<file path="src/rtl/shift_engine_pkg.sv">
`default_nettype none
// ============================================================================
// Module      : shift_engine_pkg
// Description : Shared definitions for the shift engine: operation encodings,
//               FSM state encodings and a width helper for the per-cycle
//               shift amount.
// Revision    : 1.0 - initial release
// ============================================================================
package shift_engine_pkg;

    // Operation encodings as presented on in_op
    typedef enum logic [1:0] {
        OP_SLL = 2'b00,
        OP_SRL = 2'b01,
        OP_SRA = 2'b10,
        OP_ROR = 2'b11
    } op_e;

    // Engine FSM states
    typedef enum logic [1:0] {
        ST_IDLE  = 2'b00,
        ST_SHIFT = 2'b01,
        ST_DONE  = 2'b10
    } state_e;

    // Bits needed to hold a per-cycle shift amount in the range 0..step
    function automatic int step_amount_w(input int step);
        return $clog2(step) + 1;
    endfunction

endpackage
`default_nettype wire

</file>
<file path="src/rtl/shift_engine_if.sv">
`default_nettype none
// ============================================================================
// Module      : shift_engine_if
// Description : Request/response bundle for the shift engine.
//               Request : in_valid, in_ready, in_op, in_value, in_shamt
//               Response: out_valid, out_ready, out_value, out_zero
//               master = requester/consumer side, slave = engine side.
// Revision    : 1.0 - initial release
// ============================================================================
interface shift_engine_if #(
    parameter int WIDTH = 32
);
    localparam int SHAMT_W = $clog2(WIDTH);

    logic               in_valid;
    logic               in_ready;
    logic [1:0]         in_op;
    logic [WIDTH-1:0]   in_value;
    logic [SHAMT_W-1:0] in_shamt;
    logic               out_valid;
    logic               out_ready;
    logic [WIDTH-1:0]   out_value;
    logic               out_zero;

    modport master (
        output in_valid, in_op, in_value, in_shamt, out_ready,
        input  in_ready, out_valid, out_value, out_zero
    );

    modport slave (
        input  in_valid, in_op, in_value, in_shamt, out_ready,
        output in_ready, out_valid, out_value, out_zero
    );
endinterface
`default_nettype wire

</file>
<file path="src/rtl/shift_engine_step.sv">
`default_nettype none
// ============================================================================
// Module      : shift_step
// Description : Combinational single-step shifter. Shifts a WIDTH-bit value
//               by i_k bits (i_k <= STEP) according to i_op.
//               Ports: i_op (operation), i_value (operand), i_k (amount),
//                      o_value (shifted result).
//               Macro SHIFT_ENGINE_ROR_EN enables rotate right; without it
//               OP_ROR falls through to a logical right shift.
// Revision    : 1.0 - initial release
// ============================================================================
module shift_step
    import shift_engine_pkg::*;
#(
    parameter int WIDTH = 32,
    parameter int K_W   = 1
) (
    input  op_e              i_op,
    input  logic [WIDTH-1:0] i_value,
    input  logic [K_W-1:0]   i_k,
    output logic [WIDTH-1:0] o_value
);

    always_comb begin
        o_value = i_value >> i_k;
        case (i_op)
            OP_SLL:  o_value = i_value << i_k;
            OP_SRA:  o_value = $unsigned($signed(i_value) >>> i_k);
`ifdef SHIFT_ENGINE_ROR_EN
            // A shift by WIDTH yields zero, so i_k == 0 returns the operand.
            OP_ROR:  o_value = (i_value >> i_k) | (i_value << (WIDTH - 32'(i_k)));
`endif
            default: o_value = i_value >> i_k;
        endcase
    end

endmodule
`default_nettype wire

</file>
<file path="src/rtl/shift_engine.sv">
`default_nettype none
// ============================================================================
// Module      : shift_engine
// Description : Multi-cycle variable shifter (SLL/SRL/SRA/ROR) applying up to
//               STEP bits of shift per cycle behind valid/ready handshakes.
//               Ports: clk, rst_n (async active-low), bus (shift_engine_if
//               slave modport carrying request and response).
//               Macro SHIFT_ENGINE_ROR_EN enables rotate right (see
//               shift_step); otherwise op 11 behaves as SRL.
// Revision    : 1.0 - initial release
// ============================================================================
module shift_engine
    import shift_engine_pkg::*;
#(
    parameter int WIDTH = 32,
    parameter int STEP  = 1
) (
    input  logic           clk,
    input  logic           rst_n,
    shift_engine_if.slave  bus
);

    localparam int c_shamt_w = $clog2(WIDTH);
    localparam int c_k_w     = step_amount_w(STEP);
    // STEP may equal WIDTH, which needs one bit more than a shift amount
    localparam logic [c_shamt_w:0] c_step = (c_shamt_w + 1)'(STEP);

    state_e                 r_state;
    op_e                    r_op;
    logic [WIDTH-1:0]       r_value;
    logic [c_shamt_w-1:0]   r_rem;
    logic                   r_in_ready;
    logic                   r_out_valid;

    logic [c_k_w-1:0]       w_k;
    logic [c_shamt_w-1:0]   w_rem_next;
    logic [WIDTH-1:0]       w_step_value;

    // k = min(STEP, remaining)
    always_comb begin
        if ({1'b0, r_rem} >= c_step) begin
            w_k = c_k_w'(STEP);
        end else begin
            w_k = c_k_w'(r_rem);
        end
    end

    // k never exceeds remaining, so this cannot underflow
    assign w_rem_next = r_rem - c_shamt_w'(w_k);

    shift_step #(
        .WIDTH (WIDTH),
        .K_W   (c_k_w)
    ) u_step (
        .i_op    (r_op),
        .i_value (r_value),
        .i_k     (w_k),
        .o_value (w_step_value)
    );

    always_ff @(posedge clk or negedge rst_n) begin
        if (!rst_n) begin
            r_state     <= ST_IDLE;
            r_op        <= OP_SLL;
            r_value     <= '0;
            r_rem       <= '0;
            r_in_ready  <= 1'b1;
            r_out_valid <= 1'b0;
        end else begin
            case (r_state)
                ST_IDLE: begin
                    if (bus.in_valid) begin
                        r_op       <= op_e'(bus.in_op);
                        r_value    <= bus.in_value;
                        r_rem      <= bus.in_shamt;
                        r_in_ready <= 1'b0;
                        if (bus.in_shamt == '0) begin
                            r_state     <= ST_DONE;
                            r_out_valid <= 1'b1;
                        end else begin
                            r_state <= ST_SHIFT;
                        end
                    end
                end
                ST_SHIFT: begin
                    r_value <= w_step_value;
                    r_rem   <= w_rem_next;
                    if (w_rem_next == '0) begin
                        r_state     <= ST_DONE;
                        r_out_valid <= 1'b1;
                    end
                end
                ST_DONE: begin
                    if (bus.out_ready) begin
                        r_state     <= ST_IDLE;
                        r_out_valid <= 1'b0;
                        r_in_ready  <= 1'b1;
                    end
                end
                default: begin
                    r_state     <= ST_IDLE;
                    r_out_valid <= 1'b0;
                    r_in_ready  <= 1'b1;
                end
            endcase
        end
    end

    assign bus.in_ready  = r_in_ready;
    assign bus.out_valid = r_out_valid;
    assign bus.out_value = r_value;
    assign bus.out_zero  = (r_value == '0);

endmodule
`default_nettype wire

</file>
<file path="src/flat_wrapper.sv">
// flat-port wrapper written by rule: the top's interface ports become plain ports
module shift_engine_flat import shift_engine_pkg::*;
#(
    parameter int WIDTH = 32,
    parameter int STEP  = 1
)
  (clk, rst_n, bus_in_valid, bus_in_op, bus_in_value, bus_in_shamt, bus_out_ready, bus_in_ready, bus_out_valid, bus_out_value, bus_out_zero);
  shift_engine_if #(.WIDTH(WIDTH)) bus_i ();
  input  logic clk;
  input  logic rst_n;
  input wire logic [$bits(bus_i.in_valid)-1:0] bus_in_valid;
  input wire logic [$bits(bus_i.in_op)-1:0] bus_in_op;
  input wire logic [$bits(bus_i.in_value)-1:0] bus_in_value;
  input wire logic [$bits(bus_i.in_shamt)-1:0] bus_in_shamt;
  input wire logic [$bits(bus_i.out_ready)-1:0] bus_out_ready;
  output wire logic [$bits(bus_i.in_ready)-1:0] bus_in_ready;
  output wire logic [$bits(bus_i.out_valid)-1:0] bus_out_valid;
  output wire logic [$bits(bus_i.out_value)-1:0] bus_out_value;
  output wire logic [$bits(bus_i.out_zero)-1:0] bus_out_zero;
  assign bus_i.in_valid = bus_in_valid;
  assign bus_i.in_op = bus_in_op;
  assign bus_i.in_value = bus_in_value;
  assign bus_i.in_shamt = bus_in_shamt;
  assign bus_i.out_ready = bus_out_ready;
  assign bus_in_ready = bus_i.in_ready;
  assign bus_out_valid = bus_i.out_valid;
  assign bus_out_value = bus_i.out_value;
  assign bus_out_zero = bus_i.out_zero;
  shift_engine #(.WIDTH(WIDTH), .STEP(STEP)) u_core (.clk(clk), .rst_n(rst_n), .bus(bus_i));
endmodule
</file>
<file path="config.mk">
export PLATFORM = sky130hd
export DESIGN_NAME = shift_engine_flat
export DESIGN_NICKNAME = d
export VERILOG_FILES = /design/src/rtl/shift_engine_pkg.sv /design/src/rtl/shift_engine_if.sv /design/src/rtl/shift_engine_step.sv /design/src/rtl/shift_engine.sv /design/src/flat_wrapper.sv
export SDC_FILE = /design/constraint.sdc
export NUM_CORES = 1
export LEC_CHECK = 0
export CAP_MARGIN = 0
export CORE_MARGIN = 1.5
export CORE_UTILIZATION = 44
export CTS_CLUSTER_SIZE = 10
export DETAILED_ROUTE_END_ITERATION = 10
export HOLD_SLACK_MARGIN = 0.02
export PLACE_DENSITY_LB_ADDON = 0.15
export SLEW_MARGIN = 15
export SYNTH_ARGS = -nofsm -noshare
export SYNTH_HDL_FRONTEND = slang
export SYNTH_SLANG_ARGS = --single-unit
</file>
<file path="constraint.sdc">
create_clock -name clk -period 2.1 [get_ports clk]
set_clock_uncertainty 0.15 [all_clocks]
set_input_delay 0.21 -clock clk [delete_from_list [all_inputs] [get_ports clk]]
set_output_delay 0.21 -clock clk [all_outputs]
set_load 0.02 [all_outputs]
</file>
Yosys cells after proc, flatten, opt, wreduce, memory -nomap -nowiden
Cells that the tools add are included.
{"block": "totals", "reg_bits": 43, "latchBits": 0, "mem_bits_rw": 0, "romBits": 0, "inputBits": 43, "out_inout_bits": 35, "word_cells": 49, "mem_count": 0}
{"block": "op_classes", "addsub": 1, "multipliers": 0, "div_mod_pow": 0, "n_lt_le_gt_ge": 1, "eq_ne": 7, "shift": 3, "n_mux": 19, "bitwise_logic": 1, "n_reduce_logical": 11}
{"cell": "$pmux 32 s2", "count": 2}
{"cell": "$logic_not 32->1", "count": 1}
{"cell": "$mux 32", "count": 1}
{"cell": "$shl 32x1->32", "count": 1}
{"cell": "$shr 32x1->32", "count": 1}
{"cell": "$sshr 32x1->32", "count": 1}
{"cell": "$logic_not 5->1", "count": 2}
{"cell": "$pmux 5 s2", "count": 1}
{"cell": "$mux 2", "count": 4}
{"cell": "$mux 1", "count": 7}
{"cell": "$pmux 1 s3", "count": 2}
{"cell": "$pmux 2 s3", "count": 1}
{"cell": "$reduce_and 3->1", "count": 2}
{"cell": "$ge 5x1->1 const B", "count": 1}
{"cell": "$mux 5", "count": 1}
{"cell": "$sub 5x1->5", "count": 1}
{"cell": "$eq 2x2->1 const B", "count": 2}
{"cell": "$logic_not 2->1", "count": 2}
{"cell": "$ne 2x1->1 const B", "count": 2}
{"cell": "$ne 2x2->1 const B", "count": 2}
{"cell": "$reduce_and 2->1", "count": 2}
{"cell": "$reduce_and 4->1", "count": 1}
{"cell": "$eq 2x1->1 const B", "count": 1}
{"cell": "$reduce_bool 2->1", "count": 1}
{"cell": "$not 1->1", "count": 1}

Depth between registers and ports, before layout
{"block": "depth", "word_depth": 6, "ltp_mapped": 8, "depth_no_buf": 8}

Modules after synthesis
Synthesis repeated with hierarchy kept, for this count alone.
{"block": "unflattened", "cells_unflattened": 325, "area_unflattened_um2": 2872.8}
{"mod": "shift_engine", "n_inst": 1, "cells_per_inst": 218, "area_each_um2": 2192.1, "seq_area_each_um2": 1077.3}
{"mod": "shift_step", "n_inst": 1, "cells_per_inst": 107, "area_each_um2": 680.7, "seq_area_each_um2": 0.0}

Least setup slack after synthesis
No wires, ideal clock.
{"block": "synth_path", "path_kind": "flip-flop to flip-flop", "start": "reg u_core.r_rem[1]", "end": "reg u_core.r_out_valid, in the netlist u_core.bus.out_valid", "setup_ns": 0.065, "t_arrival_ns": 1.888, "required_ns": 1.885, "setup_slack_ns": -0.003, "path_stages_with_launch": 9, "path_buffers": 0, "period_less_slack_ns": 2.103, "cell_sequence": "dfrtp_1 nor3_4 and2_1 nor2_1 ha_1 inv_1 a31oi_1 or4b_4 nand2_1"}
{"block": "synth_between", "elab_chain_cells": 6}
{"element": "from (decl)", "line": "shift_engine.sv:31", "source": "logic [c_shamt_w-1:0] r_rem;"}
{"element": "from (signal assigned)", "line": "shift_engine.sv:75", "source": "r_rem <= bus.in_shamt;"}
{"element": "from (signal assigned)", "line": "shift_engine.sv:87", "source": "r_rem <= w_rem_next;"}
{"element": "$ge 5x1->1", "line": "shift_engine.sv:41", "source": "if ({1'b0, r_rem} >= c_step) begin"}
{"element": "$mux 1", "line": "shift_engine.sv:41"}
{"element": "$sub 5x1->5 *", "line": "shift_engine.sv:49", "source": "assign w_rem_next = r_rem - c_shamt_w'(w_k);"}
{"element": "$logic_not 5->1 *", "line": "shift_engine.sv:88", "source": "if (w_rem_next == '0) begin"}
{"element": "$ne 2x1->1 (no line) *"}
{"element": "$reduce_and 4->1 (no line) *"}
{"element": "to (signal assigned)", "line": "shift_engine.sv:90", "source": "r_out_valid <= 1'b1;"}
{"element": "to (signal assigned)", "line": "shift_engine.sv:96", "source": "r_out_valid <= 1'b0;"}
{"element": "to (signal assigned)", "line": "shift_engine.sv:102", "source": "r_out_valid <= 1'b0;"}
{"element": "to (decl)", "line": "shift_engine.sv:33", "source": "logic r_out_valid;"}
Mark *: on every way between the ends. The rest lies on a longest branch, timed or not.
A chain may end at the register's enable or synchronous reset.

Worst setup path in the final report
{"block": "layout_path", "start": "reg u_core.r_rem[0]", "end": "reg u_core.r_out_valid, in the netlist u_core.bus.out_valid"}
The elaborated chain is that of the path after synthesis.

==> results.py <==
metrics = {
    "status": {
        "outcome": "finished clean",
    },
    "placed_design": {
        "dpl.hpwl_mm": 5.70,
        "place_ws_ps": 18.5,
        "port_buffers": 77,
        "gp_congestion": 0.811,
        "dp.cells": 477,
    },
    "cts": {
        "htree_levels": 2,
        "cts_tree": "yes",
        "cts_root_buffer": "clkbuf_8",
        "clk_latency_ps": 290,
        "numCtsBuffers": 5,
        "path_clk_slew_ps": 80,
        "cts_sinks": 43,
        "cts_buffer_depth": 2,
    },
    "setup_path": {
        "cpLargestDelayFamily": "simple AND/OR/NAND/NOR gates",
        "cp.arrival_ps": 2100,
        "slowest_delay_ps": 530,
        "cp-end-kind": "flip-flop",
        "critPathMaxFanout": 4,
        "worstPathCellList": "nor3_4, and2_4, nor2_2, ha_2, inv_2, a31oi_1, or4b_4, nand2_1",
        "path_buf_inv": 1,
        "cp_data_required_time_ps": 2180,
        "critPathLaunchType": "flip-flop",
        "crit_path_top_delay_cell": "or4b_4",
        "path_class": "reg -> reg",
    },
    "yosys": {
        "synth_cell_types": 45,
        "ys_seq_elements": 43,
        "ys.flop_type": "dfrtp_1",
        "synth_area_leaders": "dfrtp_1, mux2_1, mux2i_1",
        "synth_area_leader_cell": "dfrtp_1",
        "synth_cells": 299,
        "async_flop_share": 1.00,
        "synth_top_cell_area_share": 0.376,
        "synth_area_um2": 2790,
        "ys_seq_area_frac": 0.386,
        "synth_nets": 344,
        "synth_edf_count": 0,
        "yosys_warnings": 0,
        "avgSynthCellArea_um2": 9.34,
    },
    "sta": {
        "setup_ws_ps": 84.3,
        "max_freq_ghz": 0.496,
        "setup_viol": 0,
        "post-route-min-period_ps": 2020,
        "fin_crit_sh": 0.960,
        "tns_ps": 0,
        "worst_slew_pin_slew_ps": 615,
        "drv_slew": 0,
        "holdWs_ps": 241,
        "finalHoldViolCount": 0,
        "rsz0062_at_grt": "no",
        "slew_headroom": 0.590,
    },
    "global_routing": {
        "grt_first_pass_wirelength_mm": 12.7,
        "antenna_found_initial": 0,
        "grt_max_degree": 30,
        "grt_pass1_vias": 2576,
        "globalRouteTotalUtil": 0.243,
        "grt_overflow": 0,
    },
    "finish": {
        "fin_cells": 488,
        "syn2layout_area_growth_pct": 45.0,
        "drive_gt1_frac": 0.194,
        "seq_area_um2": 1080,
        "fill_cells": 503,
        "final_nets": 457,
        "multiInputGateArea_um2": 1580,
        "num_antenna_cells": 0,
    },
    "routing": {
        "routed_wl_mm": 7.79,
        "avgRoutedWirePerCell_um": 16.0,
        "via_per_inst": 5.69,
        "vias": 2779,
        "ant_nets": 0,
        "drc": 0,
        "drtIter0Drc": 108,
        "first_pass_iters": 4,
    },
    "floorplan": {
        "die_y_um": 82.7,
        "io_pins": 78,
        "coreArea_um2": 6030,
        "die_w_um": 82.7,
        "start_util": 0.463,
        "fp-row-count": 28,
        "die_area_um2": 6830,
    },
    "power": {
        "ir_drop_mv": 0.842,
        "p_per_area_nw_per_um2": 1720,
        "p_leak_nw": 1.74,
        "power_mw": 6.98,
    },
    "min_path": {
        "min_path_type": "in -> async",
    },
    "job": {
        "drv_cap": 0,
    },
}
[layout by cell type (no fill, tap or decap), types with 3 or more instances in the layout]
cell / instances
nand2b_1: 3
clkbuf_8: 7
nand2_1: 34
o21ai_1: 20
nand4_1: 5
dfrtp_1: 41
buf_4: 52
nor2b_1: 13
nor3_1: 3
o221a_1: 3
mux2i_1: 17
a21oi_1: 25
mux2_1: 17
nor3b_1: 18
nor2_2: 3
a31oi_1: 13
nor4_1: 8
clkdlybuf4s50_1: 75
nor2_1: 8
o21ai_0: 3
o32a_1: 11
[path summary, 6_finish.rpt]
check / cells past startpoint / startpoint / slack [ps] / endpoint
min in group clk: 2 / u_core.bus.out_valid$_DFFE_PN0P_ / 380 / u_core.bus.out_valid$_DFFE_PN0P_
max: 8 / u_core.r_rem[0]$_DFFE_PN0P_ / 80 / u_core.bus.out_valid$_DFFE_PN0P_
max reg2reg: 8 / u_core.r_rem[0]$_DFFE_PN0P_ / 80 / u_core.bus.out_valid$_DFFE_PN0P_
max in group asynchronous: 3 / rst_n / 870 / u_core.bus.out_value[1]$_DFFE_PN0P_
min reg2reg: 2 / u_core.bus.out_valid$_DFFE_PN0P_ / 380 / u_core.bus.out_valid$_DFFE_PN0P_
min: 2 / rst_n / 240 / u_core.r_op[1]$_DFFE_PN0P_
[layout make-up]
type	instances	share of cell area
inverter	4	0.00371
sequential	43	0.266
multi-input combinational	227	0.389
tap	75	0.0232
timing repair buffer	131	0.292
clock inverter	1	0.00185
clock buffer	7	0.0238
[metal layers]
| metal | routed length, um | track usage |
|---|---|---|
| met2 | 3610 | 0.388 |
| met5 | 0 | 0 |
| met4 | 91 | 0.0633 |
| met1 | 3650 | 0.337 |
| met3 | 449 | 0.0473 |
[metrics by stage]
stage | area [um2] | utilization
finish | 4050 | 0.672
global placement | 3920 | 0.650
global route | 4050 | 0.672
detailed placement | 3920 | 0.650
CTS | 4030 | 0.669
floorplan | 2800 | -
[synthesized netlist by cell type (3+ instances only)]
cell	count
mux2_1	17
o221a_1	3
nor3b_1	18
o21ai_0	3
dfrtp_1	42
inv_1	3
o32a_1	11
o21ai_1	20
mux2i_1	17
nor2b_1	13
a31oi_1	13
nand2b_1	3
nor3_1	3
buf_2	14
clkbuf_1	7
nor4_1	8
a21oi_1	25
nand2_1	34
nand4_1	5
nor2_1	10
[sequential cells by signal, summed over array words and instances, names as in the netlist]
register,count
u_core.r_state,2
u_core.bus.in_ready,1
u_core.r_rem,5
u_core.bus.out_value,32
u_core.bus.out_valid,1
u_core.r_op,2
[logic make-up (layout without fill, tap and decap cells)]
| kind of cell | count (synthesis) | count (layout) | share of synthesized area |
|---|---|---|---|
| compound gates | 85 | 85 | 0.201 |
| fa+ha+maj | 2 | 2 | 0.00896 |
| buf+inv | 29 | 143 | 0.0533 |
| flops | 43 | 43 | 0.386 |
| mux | 36 | 36 | 0.140 |
| simple gates | 104 | 104 | 0.211 |
[worst register-to-register path, stage by stage (launching register included)]
cell	delay (ps)
dfrtp_2	430
nor3_4	200
and2_4	170
nor2_2	40
ha_2	200
inv_2	70
a31oi_1	100
or4b_4	530
nand2_1	70
[where the power goes]
part           switching, mW  total [mW]  internal, mW  leakage [nW]
clock                  0.277       0.576         0.299        0.0505
combinational           2.44        4.81          2.37          1.18
sequential             0.314        1.59          1.28         0.510
[what timing repair did]
action,4_1_cts,5_1_grt
setup buffers,0,2
hold buffers,1,0
pin swaps,0,1
endpoints found under the setup margin,1,3
endpoints found under the hold margin,18,0
resized for setup,1,6
cloned,0,0
Note: power is estimated with default switching activity, not from simulation.
